File: config.mk
export PLATFORM = sky130hd
export DESIGN_NAME = c17_resp_misr
export DESIGN_NICKNAME = d
export VERILOG_FILES = /design/src/rtl/c17_resp_misr.sv
export SDC_FILE = /design/constraint.sdc
export NUM_CORES = 1
export LEC_CHECK = 0
export CORE_MARGIN = 2
export CORE_UTILIZATION = 48
export CTS_CLUSTER_SIZE = 25
export DETAILED_ROUTE_END_ITERATION = 16
export HOLD_SLACK_MARGIN = 0.1
export PLACE_DENSITY = 0.76
export SETUP_SLACK_MARGIN = 0.1
export SYNTH_ARGS = -nofsm -noshare
export SYNTH_HDL_FRONTEND = slang
export SYNTH_SLANG_ARGS = --single-unit
export TNS_END_PERCENT = 20
File: constraint.sdc
create_clock -name clk -period 1.6 [get_ports clk]
set_input_delay 0.16 -clock clk [delete_from_list [all_inputs] [get_ports clk]]
set_output_delay 0.16 -clock clk [all_outputs]
set_load 0.005 [all_outputs]
File: src/rtl/c17_resp_misr.sv
// Response compactor for the C17 benchmark circuit: an 8-bit MISR that folds
// each 2-bit response into a signature and compares it with a golden value.
module c17_resp_misr #(
  parameter logic [7:0] SEED = 8'h00
) (
  input  logic       clk,
  input  logic       rst,
  input  logic       start,
  input  logic [7:0] num_patterns,
  input  logic [7:0] golden,
  input  logic       in_valid,
  input  logic [1:0] resp,
  output logic       in_ready,
  output logic       busy,
  output logic       done,
  output logic [7:0] signature,
  output logic       pass
);

  typedef enum logic [1:0] {
    ST_IDLE = 2'd0,
    ST_RUN  = 2'd1,
    ST_DONE = 2'd2
  } state_t;

  // Taps 7,5,4,3; the response lands on the two low bits after the shift.
  function automatic logic [7:0] misr_step(input logic [7:0] s, input logic [1:0] r);
    logic fb;
    fb = s[7] ^ s[5] ^ s[4] ^ s[3];
    return {s[6:0], fb} ^ {6'b000000, r};
  endfunction

  state_t     state_q, state_d;
  logic [7:0] sig_q, sig_d;
  logic [7:0] cnt_q, cnt_d;
  logic [7:0] gold_q, gold_d;
  logic       pass_q, pass_d;
  logic       busy_q, done_q;
  logic [7:0] step_s;

  // Next-state and datapath decisions for the three-state run controller.
  always_comb begin
    state_d = state_q;
    sig_d   = sig_q;
    cnt_d   = cnt_q;
    gold_d  = gold_q;
    pass_d  = pass_q;
    step_s  = misr_step(sig_q, resp);
    case (state_q)
      ST_IDLE, ST_DONE: begin
        if (start) begin
          sig_d  = SEED;
          cnt_d  = num_patterns;
          gold_d = golden;
          if (num_patterns == 8'd0) begin
            state_d = ST_DONE;
            pass_d  = (SEED == golden);
          end else begin
            state_d = ST_RUN;
            pass_d  = 1'b0;
          end
        end else begin
          state_d = state_q;
        end
      end
      ST_RUN: begin
        if (in_valid) begin
          sig_d = step_s;
          cnt_d = cnt_q - 8'd1;
          // Count is never zero here, so the decrement cannot wrap.
          if (cnt_q == 8'd1) begin
            state_d = ST_DONE;
            pass_d  = (step_s == gold_q);
          end else begin
            state_d = ST_RUN;
          end
        end else begin
          state_d = ST_RUN;
        end
      end
      default: begin
        state_d = ST_IDLE;
      end
    endcase
  end

  // State, datapath and decoded status registers with synchronous reset.
  always_ff @(posedge clk) begin
    if (rst) begin
      state_q <= ST_IDLE;
      sig_q   <= 8'h00;
      cnt_q   <= 8'h00;
      gold_q  <= 8'h00;
      pass_q  <= 1'b0;
      busy_q  <= 1'b0;
      done_q  <= 1'b0;
    end else begin
      state_q <= state_d;
      sig_q   <= sig_d;
      cnt_q   <= cnt_d;
      gold_q  <= gold_d;
      pass_q  <= pass_d;
      busy_q  <= (state_d == ST_RUN);
      done_q  <= (state_d == ST_DONE);
    end
  end

  assign in_ready  = busy_q;
  assign busy      = busy_q;
  assign done      = done_q;
  assign signature = sig_q;
  assign pass      = pass_q;

endmodule

Word level (Yosys, flattened, before mapping)
Cells that the tools add are included. Widths: inputs -> output; s select.

Add/sub/neg operators: 1. Equal/unequal tests: 9. Muxes and demuxes: 16. Bitwise logic cells: 4. Reduce and logical (&&, ||, !) cells: 8.

Operators with widths (count): $mux 8 (4); $pmux 8 s2 (2); $logic_not 8->1 (2); $eq 8x1->1 const B (1); $eq 8x8->1 (1); $mux 2 (4); $sub 8x1->8 const B (1); $xor 8x2->8 (1); $ne 2x2->1 const B (3); $eq 2x1->1 const B (2); $eq 2x2->1 const B (2); $mux 1 (4); $pmux 2 s2 (1); $reduce_and 4->1 (1); $reduce_and 3->1 (1); $xor 1x1->1 (3); $logic_not 2->1 (1); $pmux 1 s2 (1); $reduce_and 2->1 (1); $reduce_bool 2->1 (1); $reduce_or 2->1 (1).

Register bits after elaboration: 29. Input bits: 22. Output and inout port bits: 12. Word-level logic and storage cells: 45.

Logic depth before layout (Yosys ltp)
Gate-level depths: netlist of run 1.

Word-level depth: 8. Gate-level depth with buffers: 6. Gate-level depth less buffers: 6.

Least setup slack after synthesis of run 1
No wires, ideal clock.

Path kind: flip-flop to flip-flop. Start: register sig_q[7] (netlist: signature[7]). End: register pass_q (netlist: pass). Library setup time: 91 ps. Data arrival time: 1306 ps. Required time: 1509 ps. Path slack: 203 ps. Stages on the path, launching flop included: 5. Path buffers: 0. Period minus slack after synthesis: 1397 ps. Cells stage by stage: dfxtp_1 -> xor3_2 -> xor3_1 -> nand4_1 -> a311oi_1.

Word-level cells in the longest chain between the ends: 8.

Ends and longest elaborated chain: from (decl) (line 34) `logic [7:0] sig_q, sig_d;`; from (signal assigned) (line 99) `sig_q <= sig_d;`; $xor 1x1->1 (3 in a row) (line 29) `fb = s[7] ^ s[5] ^ s[4] ^ s[3];`; $xor 8x2->8 (line 30) `return {s[6:0], fb} ^ {6'b000000, r};`; $eq 8x8->1 (line 73) `pass_d = (step_s == gold_q);`; $mux 1 (line 71) `if (cnt_q == 8'd1) begin`; $mux 1 (line 67) `if (in_valid) begin`; $pmux 1 s2 (line 49) `case (state_q)`; to (signal assigned) (line 102) `pass_q <= pass_d;`; to (decl) (line 37) `logic pass_q, pass_d;`.

No other way between the ends. The select of a mux whose other input is x is not followed. A chain may end at the register's enable or synchronous reset.

Final worst setup path of run 1
Same ends and word-level chain as after synthesis.

==> results of run 1 <==
sequential cells by signal, indices dropped and copies added, names as in the netlist:
register   flops
gold_q         8
busy           1
done           1
pass           1
signature      8
cnt_q          8
state_q        2
layout by cell type, fill, tap and decap left out, types with 2 or more instances in the layout:
| cell type | netlist | routed |
|---|---|---|
| sky130_fd_sc_hd__buf_4 | 3 | 13 |
| sky130_fd_sc_hd__nor2b_1 | 4 | 4 |
| sky130_fd_sc_hd__a21o_1 | 3 | 3 |
| sky130_fd_sc_hd__clkdlybuf4s50_1 | 0 | 33 |
| sky130_fd_sc_hd__nand3_1 | 12 | 12 |
| sky130_fd_sc_hd__dfxtp_2 | 0 | 3 |
| sky130_fd_sc_hd__nand4_1 | 3 | 3 |
| sky130_fd_sc_hd__nand2b_1 | 2 | 2 |
| sky130_fd_sc_hd__nor4_1 | 5 | 5 |
| sky130_fd_sc_hd__xnor2_1 | 3 | 3 |
| sky130_fd_sc_hd__inv_1 | 3 | 2 |
| sky130_fd_sc_hd__a31oi_1 | 2 | 2 |
| sky130_fd_sc_hd__xor2_1 | 7 | 7 |
| sky130_fd_sc_hd__nand2_1 | 26 | 26 |
| sky130_fd_sc_hd__nand3b_1 | 2 | 2 |
| sky130_fd_sc_hd__nor2_1 | 13 | 13 |
| sky130_fd_sc_hd__a211oi_1 | 3 | 3 |
| sky130_fd_sc_hd__clkbuf_8 | 0 | 2 |
| sky130_fd_sc_hd__o21ai_1 | 6 | 6 |
| sky130_fd_sc_hd__dfxtp_1 | 29 | 26 |
| sky130_fd_sc_hd__a21oi_1 | 28 | 28 |
| sky130_fd_sc_hd__nor3_1 | 4 | 4 |
| sky130_fd_sc_hd__clkbuf_4 | 0 | 5 |
kinds of logic after synthesis:
kind of cell             Yosys count  synth area share [%]
AND/OR/NAND/NOR                   78                  26.4
AO/OA/AOI/OAI                     49                  19.3
flip-flops                        29                  38.3
buffers and inverters             14                  4.54
XOR/XNOR                          12                  9.00
adder cells (fa/ha/maj)            2                  1.65
multiplexers                       1                 0.743
worst max-delay path, delay by kind of cell, from the launching register on:
| kind | cells | cell delay [ns] |
|---|---|---|
| xor gates and xnor gates | 2 | 0.70 |
| DFF | 1 | 0.37 |
| AOI/OAI and AO/OA | 1 | 0.27 |
| and+or+nand+nor | 1 | 0.09 |
metal layers:
metal,track usage [%],routed length [um],up-vias
met5,0,0,-
met4,9.21,50,0
met3,6.71,220,7
met2,36.8,1890,50
met1,29.3,1640,705
li1,-,-,740
cells in the mapped netlist (4+ instances only):
master,number,area share (%)
sky130_fd_sc_hd__dfxtp_1,29,38
sky130_fd_sc_hd__nor2b_1,4,1.7
sky130_fd_sc_hd__nor4_1,5,2.1
sky130_fd_sc_hd__o21ai_1,6,2.0
sky130_fd_sc_hd__nor3_1,4,1.3
sky130_fd_sc_hd__a21oi_1,28,9.2
sky130_fd_sc_hd__nor2_1,13,3.2
sky130_fd_sc_hd__nand2_1,26,6.4
sky130_fd_sc_hd__clkbuf_1,4,0.99
sky130_fd_sc_hd__nand3_1,12,4.0
sky130_fd_sc_hd__xor2_1,7,4.0
stage by stage:
step           utilization (%)  hold slack [ns]  cells  setup WS, ns  total power, uW
5_1_grt                   67.8            0.408    273        0.0395             1860
3_5_place_dp              64.8            0.455    265       0.00739             1250
6_report                  67.8            0.405    273        0.0827             1770
3_3_place_gp              64.8            0.445    265        0.0699             1230
4_1_cts                   67.5            0.402    273        0.0753             1770
2_1_floorplan                -            0.296    185         0.203             1070
power by group through the flow:
| stage | logic (uW) | clock network (uW) | registers (uW) |
|---|---|---|---|
| after global routing | 472 | 563 | 822 |
| after floorplan | 252 | 0 | 818 |
| after detailed placement | 418 | 0 | 827 |
| final | 434 | 519 | 814 |
| after CTS | 429 | 529 | 812 |
| after global placement | 405 | 0 | 824 |
how the worst max path moves through the flow:
stage	from	to	slack [ns]	cells past startpoint
2_1_floorplan	signature[7]$_SDFFE_PP0P_	pass$_SDFFE_PP0P_	0.20	4
3_3_place_gp	resp[0]	pass$_SDFFE_PP0P_	0.07	5
3_5_place_dp	start	signature[3]$_SDFFE_PP0P_	0.007	6
4_1_cts	signature[7]$_SDFFE_PP0P_	pass$_SDFFE_PP0P_	0.08	4
5_1_grt	state_q[0]$_SDFF_PP0_	signature[4]$_SDFFE_PP0P_	0.04	6
6_report	signature[7]$_SDFFE_PP0P_	pass$_SDFFE_PP0P_	0.08	4
cell type report:
cell class              instances  area [um2]
inverters                       3        11.3
well taps                      44        55.1
multi-input cells             142         885
fillers                       245         975
clock inverters                 1        5.00
repair buffers                 47         448
flip-flops and latches         29         584
clock buffers                   7        65.1
what timing repair did:
action / in CTS / in global routing
resized for setup: 3 / 5
setup endpoints to repair: 3 / 14
pin swaps: 0 / 1
==> PnR_summary.wiki, run 1 <==
{| class="wikitable"
! Metric !! Value
|-
| Run status || completed
|-
| Final HPWL DP || 2790 um
|-
| PwrDens || 861 nW/um2
|-
| Post-synthesis average cell area || 8.19 um2
|-
| Number of nets produced by synthesis || 209
|-
| Gate count of the mapped netlist || 185
|-
| Clock sinks || 29
|-
| Number of flops mapped to enable cells by yosys || 0
|-
| Maximum number of pins on one net before global-route repair || 30
|-
| Clock latency of the later-clocked register in the worst-skew pair || 0.33 ns
|-
| Total Routing Usage GR || 23.1%
|-
| Worst-case reg-to-reg path depth || 4
|-
| Starting Density || 50.0%
|-
| Boundary pin count || 34
|-
| Transition time at the pin with the least slew margin || 0.399 ns
|-
| CTS hold repair buffers || 0
|-
| Core Rows || 20
|-
| Max Freq || 659 MHz
|-
| Cell type of the slowest stage on the worst timing path || sky130_fd_sc_hd__xor3_2
|-
| Root Driver || sky130_fd_sc_hd__clkbuf_4
|-
| Post CTS Setup Buffer Count || 0
|-
| Global placement routability congestion || 0.827
|-
| Clk_skew || 0.00837 ns
|-
| Number of pins with negative max-slew slack in the final report || 0
|-
| Worst-case register-to-register setup slack || 0.08 ns
|-
| Core Region || 3030 um2
|-
| Sort of element at the start of the critical path || register
|-
| Wire length of the first global-routing pass || 6220 um
|-
| Ant diodes || 0
|-
| Crit Path Max Fanout || 3
|-
| Hold Violations, Final || 0
|-
| Final routed wire length divided by cell count || 13.9 um
|-
| Maximum single-stage delay on the critical path || 0.48 ns
|-
| Launching point of the worst reg2reg path || signature[7]$_SDFFE_PP0P_
|-
| Final critical delay including setup and external delays || 1.52 ns
|-
| End point of the worst hold path || gold_q[3]$_SDFFE_PP0P_
|-
| Number of buffers created by CTS || 5
|-
| Max_cap viols || 0
|-
| Fraction of final layout cells sized beyond drive strength 1 || 16.2%
|-
| Setup violators final || 0
|-
| Die Y-Extent || 60.2 um
|-
| Number of warnings reported in the yosys synthesis log || 0
|-
| Leakage power figure || 0.000779 uW
|-
| IO buf count || 33
|-
| Fraction of synthesis flops using an asynchronous set or reset pin || 0%
|-
| Cell depth of the worst min-delay path || 3
|-
| Switching power summed over all nets || 526 uW
|-
| Total gr overflow || 0
|-
| IR Drop Worst-Case VDD || 0.599 mV
|-
| Share of power burned in combinational logic || 24.5%
|-
| Iteration-0 DRC Markers || 152
|-
| Fraction of power consumed by the clock network || 29.4%
|-
| Clock tree from TritonCTS || built
|-
| Max-slew headroom || 73.2%
|-
| Post-synthesis sequential area ratio || 38.3%
|-
| Via count of the routed design || 1502
|-
| Die Span X || 60.2 um
|-
| Fin crit share || 94.8%
|-
| Number of DRC violations after detailed routing || 0
|-
| Main flop type after synthesis || sky130_fd_sc_hd__dfxtp_1
|-
| Ordered list of cells on the worst path || xor3_2 -> xor3_1 -> nand4_1 -> a311oi_1
|-
| Post-layout instance area || 2050 um2
|-
| Worst r2r dst || pass$_SDFFE_PP0P_
|-
| Sequential share of power || 46.1%
|-
| Die Outline Area || 3620 um2
|-
| Initial antenna violation count || 0
|-
| Final layout net count || 252
|-
| Setup repair after global routing missed its margin || yes
|-
| Kind of critical path || register to register
|-
| Fraction of power spent switching nets || 29.7%
|-
| Total length of routed wires || 3800 um
|-
| Via count of the first global-routing pass || 1399
|-
| Combined area of all synthesized cells || 1520 um2
|-
| Sort of element at the end of the critical path || register
|-
| Sum Neg Setup Slack || 0 ns
|-
| Clk buf depth || 2
|-
| Internal || 1240 uW
|-
| Distinct cell type count of the synthesized netlist || 40
|-
| Clock transition at the registers of the reported paths || 0.10 ns
|-
| Min-delay src || golden[3]
|-
| Hold WC Path Type || input pin to register
|-
| 1st-pass router iterations || 5
|-
| Growth of design area from synthesis to finish || 35.5%
|-
| Seq cells post-synth || 29
|-
| Antenna-violating nets left || 0
|-
| Required time at the endpoint of the critical path || 1.84 ns
|-
| Signal arrival time at the worst endpoint || 1.76 ns
|-
| Placed standard-cell area || 1960 um2
|-
| Clock H-tree levels || 2
|-
| Vias per cell || 5.50
|}
Note: power is estimated with default switching activity, not from simulation.
==> run 2, diff against run 1 <==
- ABC_AREA: not set -> 1
- CAP_MARGIN: not set -> 20
- PLACE_DENSITY: 0.76 -> 0.75
==> run 2 against run 1 <==
  * Sequential power fell by 1%
  * Critical path type is now register to output pin
  * Hold slack worse by 0.014 ns
  * Global-route usage is 1.9 points lower
  * Largest cell class unchanged
==> PnR_summary.wiki, run 2 <==
{| class="wikitable"
! Metric !! Value
|-
| Hold Violations, Final || 0 (unchanged)
|-
| Sum Neg Setup Slack || 0 ns (unchanged)
|-
| Sort of element at the start of the critical path || register
|-
| Number of pins with negative max-slew slack in the final report || 0 (unchanged)
|-
| Iteration-0 DRC Markers || 83 (-45%)
|-
| Total Routing Usage GR || 21.3% (-1.9 points)
|-
| Switching power summed over all nets || 523 uW (-0.59%)
|-
| Fraction of power spent switching nets || 30.2% (+0.47 points)
|-
| Commonest cells after routing, fill and taps aside || sky130_fd_sc_hd__nand2_1, sky130_fd_sc_hd__inv_1, sky130_fd_sc_hd__clkdlybuf4s50_1
|-
| 1st-pass router iterations || 4 (-1)
|-
| Signal arrival time at the worst endpoint || 1.30 ns (-0.46 ns)
|-
| Post-Layout Cell Count || 334 (+22%)
|-
| Commonest non-fill, non-tap cell in the layout || sky130_fd_sc_hd__nand2_1
|-
| Launching point of the worst reg2reg path || state_q[0]$_SDFF_PP0_
|-
| Die Y-Extent || 61.9 um (+2.9%)
|-
| Crit path max-delay family || buffers and inverters
|-
| PwrDens || 829 nW/um2 (-3.7%)
|-
| Core Region || 3280 um2 (+8.5%)
|-
| Clock latency of the later-clocked register in the worst-skew pair || 0.33 ns (about the same)
|-
| Wire length of the first global-routing pass || 5890 um (-5.4%)
|-
| Seq cells post-synth || 29 (unchanged)
|-
| Final routed wire length divided by cell count || 11.2 um (-20%)
|-
| Internal || 1210 uW (-2.8%)
|-
| Max Freq || 683 MHz (+3.6%)
|-
| Leakage power figure || 0.000927 uW (+19%)
|-
| Worst-case hold slack || 0.391 ns (-0.0139 ns)
|-
| Post-synthesis sequential area ratio || 36.0% (-2.3 points)
|-
| Number of DRC violations after detailed routing || 0 (unchanged)
|-
| Setup violators final || 0 (unchanged)
|-
| Cell type of the slowest stage on the worst timing path || sky130_fd_sc_hd__clkdlybuf4s50_1
|-
| Worst Path Buf+Inv || 1 (+1)
|-
| Ant diodes || 0 (unchanged)
|-
| Number of buffers created by CTS || 5 (unchanged)
|-
| Cell count after placement || 326 (+23%)
|-
| Root Driver || sky130_fd_sc_hd__clkbuf_4
|-
| Initial antenna violation count || 0 (unchanged)
|-
| Worst r2r dst || signature[5]$_SDFFE_PP0P_
|-
| Hold WC Path Type || input pin to register
|-
| End point of the worst hold path || gold_q[5]$_SDFFE_PP0P_
|-
| Proportion of netlist area held by the largest area contributor || 36.0% (-2.3 points)
|-
| Fraction of synthesis flops using an asynchronous set or reset pin || 0% (unchanged)
|-
| Share of power burned in combinational logic || 23.4% (-1.1 points)
|-
| Maximum single-stage delay on the critical path || 0.54 ns (+0.06 ns)
|-
| Total length of routed wires || 3730 um (-1.8%)
|-
| Clock sinks || 29 (unchanged)
|-
| Distinct cell type count of the synthesized netlist || 26 (-35%)
|-
| Sort of element at the end of the critical path || output pin
|-
| Fraction of power consumed by the clock network || 30.1% (+0.7 points)
|-
| Antenna-violating nets left || 0 (unchanged)
|-
| Combined area of all synthesized cells || 1610 um2 (+6.4%)
|-
| Required time at the endpoint of the critical path || 1.44 ns (-0.40 ns)
|-
| Ordered list of cells on the worst path || clkdlybuf4s50_1
|-
| Max-slew headroom || 83.0% (+9.8 points)
|-
| Post CTS Setup Buffer Count || 0 (unchanged)
|-
| Maximum number of pins on one net before global-route repair || 18 (-40%)
|-
| Number of nets produced by synthesis || 273 (+31%)
|-
| Main combinational cell family by area after synthesis || simple AND/OR/NAND/NOR gates
|-
| Final HPWL DP || 2910 um (+4.2%)
|-
| Number of warnings reported in the yosys synthesis log || 0 (unchanged)
|-
| Final layout net count || 311 (+23%)
|-
| Total gr overflow || 0 (unchanged)
|-
| Growth of design area from synthesis to finish || 29.4%
|-
| Clk buf depth || 2 (unchanged)
|-
| IO buf count || 33 (unchanged)
|-
| Boundary pin count || 34 (unchanged)
|-
| Clock H-tree levels || 2 (unchanged)
|-
| Min-delay src || golden[5]
|-
| Worst-case register-to-register setup slack || 0.17 ns (+0.09 ns)
|-
| Die Span X || 61.9 um (+2.9%)
|-
| Ranking of synthesized cells by area || sky130_fd_sc_hd__dfxtp_1, sky130_fd_sc_hd__nand2_1, sky130_fd_sc_hd__inv_1
|-
| Run status || completed
|-
| Clock transition at the registers of the reported paths || 0.10 ns (about the same)
|-
| Post-synthesis adder-cell area fraction || 1.55% (-0.099 points)
|-
| Number of flops mapped to enable cells by yosys || 0 (unchanged)
|-
| Fin crit share || 91.5% (-3.3 points)
|-
| Die Outline Area || 3840 um2 (+5.9%)
|-
| Fraction of the mapped netlist area in simple logic gates || 31.6% (+5.2 points)
|-
| Via count of the first global-routing pass || 1339 (-4.3%)
|-
| Starting Density || 49.1% (-0.97 points)
|-
| Core Rows || 21 (+5.0%)
|-
| Xor/xnor share of the synthesized area || 3.26% (-5.7 points)
|-
| IR Drop Worst-Case VDD || 0.539 mV (-10%)
|-
| Transition time at the pin with the least slew margin || 0.252 ns (-0.147 ns)
|-
| Main flop type after synthesis || sky130_fd_sc_hd__dfxtp_1
|-
| Fraction of final layout cells sized beyond drive strength 1 || 8.33% (-7.8 points)
|-
| Via count of the routed design || 1630 (+8.5%)
|-
| CTS hold repair buffers || 0 (unchanged)
|-
| Leading area contributor after synthesis || sky130_fd_sc_hd__dfxtp_1
|-
| Crit Path Max Fanout || 6 (+3)
|-
| Worst-case reg-to-reg path depth || 7 (+3)
|-
| Mux cell area share after synthesis || 0% (-0.74 points)
|-
| Commonest cells in the netlist || sky130_fd_sc_hd__nand2_1, sky130_fd_sc_hd__inv_1, sky130_fd_sc_hd__dfxtp_1
|-
| Max_cap viols || 0 (unchanged)
|-
| Kind of critical path || register to output pin
|-
| Cell depth of the worst min-delay path || 3 (unchanged)
|-
| Clock tree from TritonCTS || built
|-
| Final critical delay including setup and external delays || 1.46 ns (-0.0533 ns)
|-
| Synthesized-area fraction occupied by ao, oa, aoi and oai cells || 14.6% (-4.7 points)
|-
| Most instantiated library cell after synthesis || sky130_fd_sc_hd__nand2_1
|-
| Setup repair after global routing missed its margin || yes
|-
| Clk_skew || 0.00431 ns (-0.00406 ns)
|-
| Global placement routability congestion || 0.875 (+5.8%)
|-
| Sequential share of power || 46.5% (+0.4 points)
|-
| Gate count of the mapped netlist || 249 (+35%)
|-
| Vias per cell || 4.88 (-11%)
|-
| Post-synthesis average cell area || 6.47 um2 (-21%)
|}
==> run 2: timing repair <==
item,4_1_cts,5_1_grt
setup endpoints to repair,1,12
resized for setup,1,2
gates cloned,0,0
==> run 2: kinds of logic (layout without fill, tap and decap cells) <==
family                     after synthesis  in the layout
and+or+nand+nor                        118            118
buffers and inverters                   49             88
AOI/OAI and AO/OA                       45             45
DFF                                     29             29
xor gates and xnor gates                 6              6
adders and majority gates                2              2
==> run 2: final cells by class <==
type	instances	area, um2
clock buffers	7	65.1
clock inverters	1	5.00
fillers	322	1200
inverters	41	156
multi-input cells	171	831
flip-flops and latches	29	583
well taps	46	57.6
repair buffers	39	388
==> run 2: routing by layer <==
| layer | track usage (%) | vias to the layer above | wire [um] | share of wire, % |
|---|---|---|---|---|
| li1 | - | 862 | - | - |
| met1 | 27.3 | 710 | 1720 | 46 |
| met2 | 35.0 | 52 | 1750 | 47 |
| met3 | 6.21 | 6 | 219 | 5.9 |
| met4 | 5.47 | 0 | 44 | 1.2 |
| met5 | 0 | - | 0 | 0 |
==> run 2: worst max path at each step <==
stage,startpoint,to,slack [ns],cells past startpoint
2_1_floorplan,cnt_q[0]$_SDFFE_PP0P_,cnt_q[2]$_SDFFE_PP0P_,0.45,8
3_3_place_gp,num_patterns[4],done$_SDFF_PP0_,0.12,8
3_5_place_dp,start,cnt_q[1]$_SDFFE_PP0P_,0.10,8
4_1_cts,signature[5]$_SDFFE_PP0P_,signature[5],0.12,1
5_1_grt,state_q[0]$_SDFF_PP0_,cnt_q[1]$_SDFFE_PP0P_,0.07,7
6_report,signature[4]$_SDFFE_PP0P_,signature[4],0.14,1
==> run 2: stage by stage <==
| stage | total power (uW) | instance area [um2] | worst slack (ns) | util (%) |
|---|---|---|---|---|
| after floorplan | 1080 | 1610 | 0.451 | - |
| after global placement | 1220 | 2000 | 0.122 | 61.0 |
| after detailed placement | 1220 | 2000 | 0.101 | 61.0 |
| after CTS | 1740 | 2080 | 0.119 | 63.2 |
| after global routing | 1840 | 2090 | 0.0678 | 63.5 |
| final | 1730 | 2090 | 0.136 | 63.5 |
==> run 2: worst min-delay path: cells and delay by family <==
family,cells,cell delay (ns)
buf+inv,2,0.46
compound gates,1,0.05
==> run 2: power groups by stage <==
stage          Combinational [uW]  Sequential (uW)  Clock, uW
5_1_grt                       459              811        573
6_report                      404              805        520
3_5_place_dp                  399              821          0
2_1_floorplan                 267              814          0
4_1_cts                       401              805        535
3_3_place_gp                  395              821          0
==> run 3, diff against run 2 <==
- CORE_MARGIN: 2 -> not set
==> run 3 against run 2 <==
  * Register-to-register slack improved by 0.04 ns
  * Count of clock-buffer cells in the layout unchanged
  * Fmax decreased by 0.38%
  * Global-route usage increased by 2.1 points
  * Cell area is 0.66% lower
  * Non-clock buffer count did not move
  * First-iteration DRC count is 9.6% lower
  * Utilization up 2.7 points
  * Setup slack got worse by 0.0056 ns
  * Largest cell class unchanged
==> PnR_summary.wiki, run 3 (synthesis results as in run 2) <==
{| class="wikitable"
! Metric !! Value
|-
| CTS hold repair buffers || 0 (unchanged)
|-
| Sort of element at the end of the critical path || output pin
|-
| Critical path origin || signature[5]$_SDFFE_PP0P_
|-
| Clock tree from TritonCTS || built
|-
| Worst-case register-to-register setup slack || 0.21 ns (+0.04 ns)
|-
| Run status || completed
|-
| Fraction of final layout cells sized beyond drive strength 1 || 8.68% (+0.35 points)
|-
| Sort of element at the start of the critical path || register
|-
| Final HPWL DP || 2810 um (-3.3%)
|-
| Final routed wire length divided by cell count || 11.2 um (+0.55%)
|-
| Cell count after placement || 324 (-0.61%)
|-
| Max-slew headroom || 83.9% (+0.93 points)
|-
| Sum Neg Setup Slack || 0 ns (unchanged)
|-
| Number of fillers in the final layout || 292 (-9.3%)
|-
| Hold WC Path Type || input pin to register
|-
| Maximum number of pins on one net before global-route repair || 20 (+2)
|-
| Setup violators final || 0 (unchanged)
|-
| Setup repair after global routing missed its margin || yes
|-
| PwrDens || 836 nW/um2 (+0.85%)
|-
| Hold Violations, Final || 0 (unchanged)
|-
| 1st-pass router iterations || 4 (unchanged)
|-
| Crit Path Max Fanout || 6 (unchanged)
|-
| Boundary pin count || 34 (unchanged)
|-
| Final critical delay including setup and external delays || 1.47 ns (+0.00561 ns)
|-
| Clock sinks || 29 (unchanged)
|-
| Worst r2r dst || pass$_SDFFE_PP0P_
|-
| Clock H-tree levels || 2 (unchanged)
|-
| Clk buf depth || 2 (unchanged)
|-
| Antenna-violating nets left || 0 (unchanged)
|-
| Worst Path Buf+Inv || 1 (unchanged)
|-
| Number of buffers created by CTS || 5 (unchanged)
|-
| Clock latency of the later-clocked register in the worst-skew pair || 0.33 ns (about the same)
|-
| End point of the worst hold path || gold_q[5]$_SDFFE_PP0P_
|-
| Iteration-0 DRC Markers || 75 (-9.6%)
|-
| Via count of the routed design || 1613 (-1.0%)
|-
| Max_cap viols || 0 (unchanged)
|-
| Die Span X || 59.9 um (-3.2%)
|-
| Clock transition at the registers of the reported paths || 0.09 ns (about the same)
|-
| Cell type of the slowest stage on the worst timing path || sky130_fd_sc_hd__clkdlybuf4s50_1
|-
| Worst-case reg-to-reg path depth || 7 (unchanged)
|-
| Crit path setup slack, layout || 0.130 ns (-0.00561 ns)
|-
| Max Freq || 680 MHz (-0.38%)
|-
| Starting Density || 51.5% (+2.5 points)
|-
| Vias per cell || 4.86 (-0.45%)
|-
| Min-delay src || golden[5]
|-
| Clk_skew || 0.00585 ns (+0.00154 ns)
|-
| Signal arrival time at the worst endpoint || 1.31 ns (about the same)
|-
| Growth of design area from synthesis to finish || 28.6%
|-
| Initial antenna violation count || 0 (unchanged)
|-
| Fin crit share || 91.8% (+0.35 points)
|-
| Via count of the first global-routing pass || 1371 (+2.4%)
|-
| Launching point of the worst reg2reg path || state_q[1]$_SDFF_PP0_
|-
| Die Outline Area || 3590 um2 (-6.4%)
|-
| Core Rows || 20 (-4.8%)
|-
| Ant diodes || 0 (unchanged)
|-
| Ordered list of cells on the worst path || clkdlybuf4s50_1
|-
| Cell depth of the worst min-delay path || 3 (unchanged)
|-
| Transition time at the pin with the least slew margin || 0.239 ns (-0.0131 ns)
|-
| IO buf count || 33 (unchanged)
|-
| Commonest non-fill, non-tap cell in the layout || sky130_fd_sc_hd__nand2_1
|-
| Leakage power figure || 0.000922 uW (-0.47%)
|-
| Commonest cells after routing, fill and taps aside || sky130_fd_sc_hd__nand2_1, sky130_fd_sc_hd__inv_1, sky130_fd_sc_hd__clkdlybuf4s50_1
|-
| Kind of critical path || register to output pin
|-
| Post-Layout Cell Count || 332 (-0.60%)
|-
| Global placement routability congestion || 0.861 (-1.5%)
|-
| Wire length of the first global-routing pass || 6040 um (+2.7%)
|-
| IR Drop Worst-Case VDD || 0.631 mV (+17%)
|-
| Crit path max-delay family || buffers and inverters
|-
| Core Region || 3130 um2 (-4.8%)
|-
| Number of DRC violations after detailed routing || 0 (unchanged)
|-
| Total Routing Usage GR || 23.3% (+2.1 points)
|-
| Total length of routed wires || 3730 um (about the same)
|-
| Die Y-Extent || 59.9 um (-3.2%)
|-
| Worst-case hold slack || 0.387 ns (-0.00458 ns)
|-
| Total gr overflow || 0 (unchanged)
|-
| Maximum single-stage delay on the critical path || 0.54 ns (about the same)
|-
| Root Driver || sky130_fd_sc_hd__clkbuf_4
|-
| Required time at the endpoint of the critical path || 1.44 ns (about the same)
|-
| Post-place setup slack || 0.0709 ns (-0.0304 ns)
|-
| Number of pins with negative max-slew slack in the final report || 0 (unchanged)
|-
| Final layout net count || 311 (unchanged)
|}
run 3: cell types whose count changed in the layout (fill, tap and decap cells not counted):
cell | before | now
sky130_fd_sc_hd__buf_12 | 1 | 0
sky130_fd_sc_hd__buf_4 | 5 | 6
sky130_fd_sc_hd__dfxtp_1 | 27 | 26
sky130_fd_sc_hd__dfxtp_2 | 2 | 3
run 3: worst max-delay path by stage:
stage	to	slack [ns]	cells past startpoint
2_1_floorplan	cnt_q[2]$_SDFFE_PP0P_	0.45	8
4_1_cts	signature[3]	0.13	1
6_report	signature[5]	0.13	1
5_1_grt	signature[5]	0.08	1
3_3_place_gp	cnt_q[1]$_SDFFE_PP0P_	0.13	8
3_5_place_dp	done$_SDFF_PP0_	0.07	8
run 3: per-layer routing:
layer  GRT usage (%)  up-vias  part of all wire [%]
li1                -      866                     -
met1            30.6      699                    49
met2            37.3       43                    44
met3            4.76        5                   5.1
met4            9.30        0                   1.3
met5               0        -                     0
run 3: power by group:
part / switching [uW] / internal [uW]
clock network: 267 / 254
logic: 227 / 178
registers: 34.2 / 772
total: 529 / 1200
run 3: per-stage QoR:
step           total power [uW]  cell area, um2  utilization, %
5_1_grt                    1840            2070            66.2
3_3_place_gp               1210            1990            63.6
4_1_cts                    1730            2060            65.9
6_report                   1730            2070            66.2
3_5_place_dp               1220            1990            63.6
2_1_floorplan              1080            1610               -
run 3: what timing repair did:
item	CTS	global route
gates resized for setup	1	3
hold endpoints to repair	0	0
endpoints found under the setup margin	1	10
setup buffers	0	0
cloned	0	0
run 3: final cells by class:
type                       instances  area (um2)  share of cell area [%]
sequential                        29         584                    28.2
tap                               44        55.1                    2.66
inverter                          41         156                    7.55
multi-input combinational        171         831                    40.1
clock inverter                     1        5.00                   0.242
clock buffer                       7        65.1                    3.14
timing repair buffer              39         375                    18.1
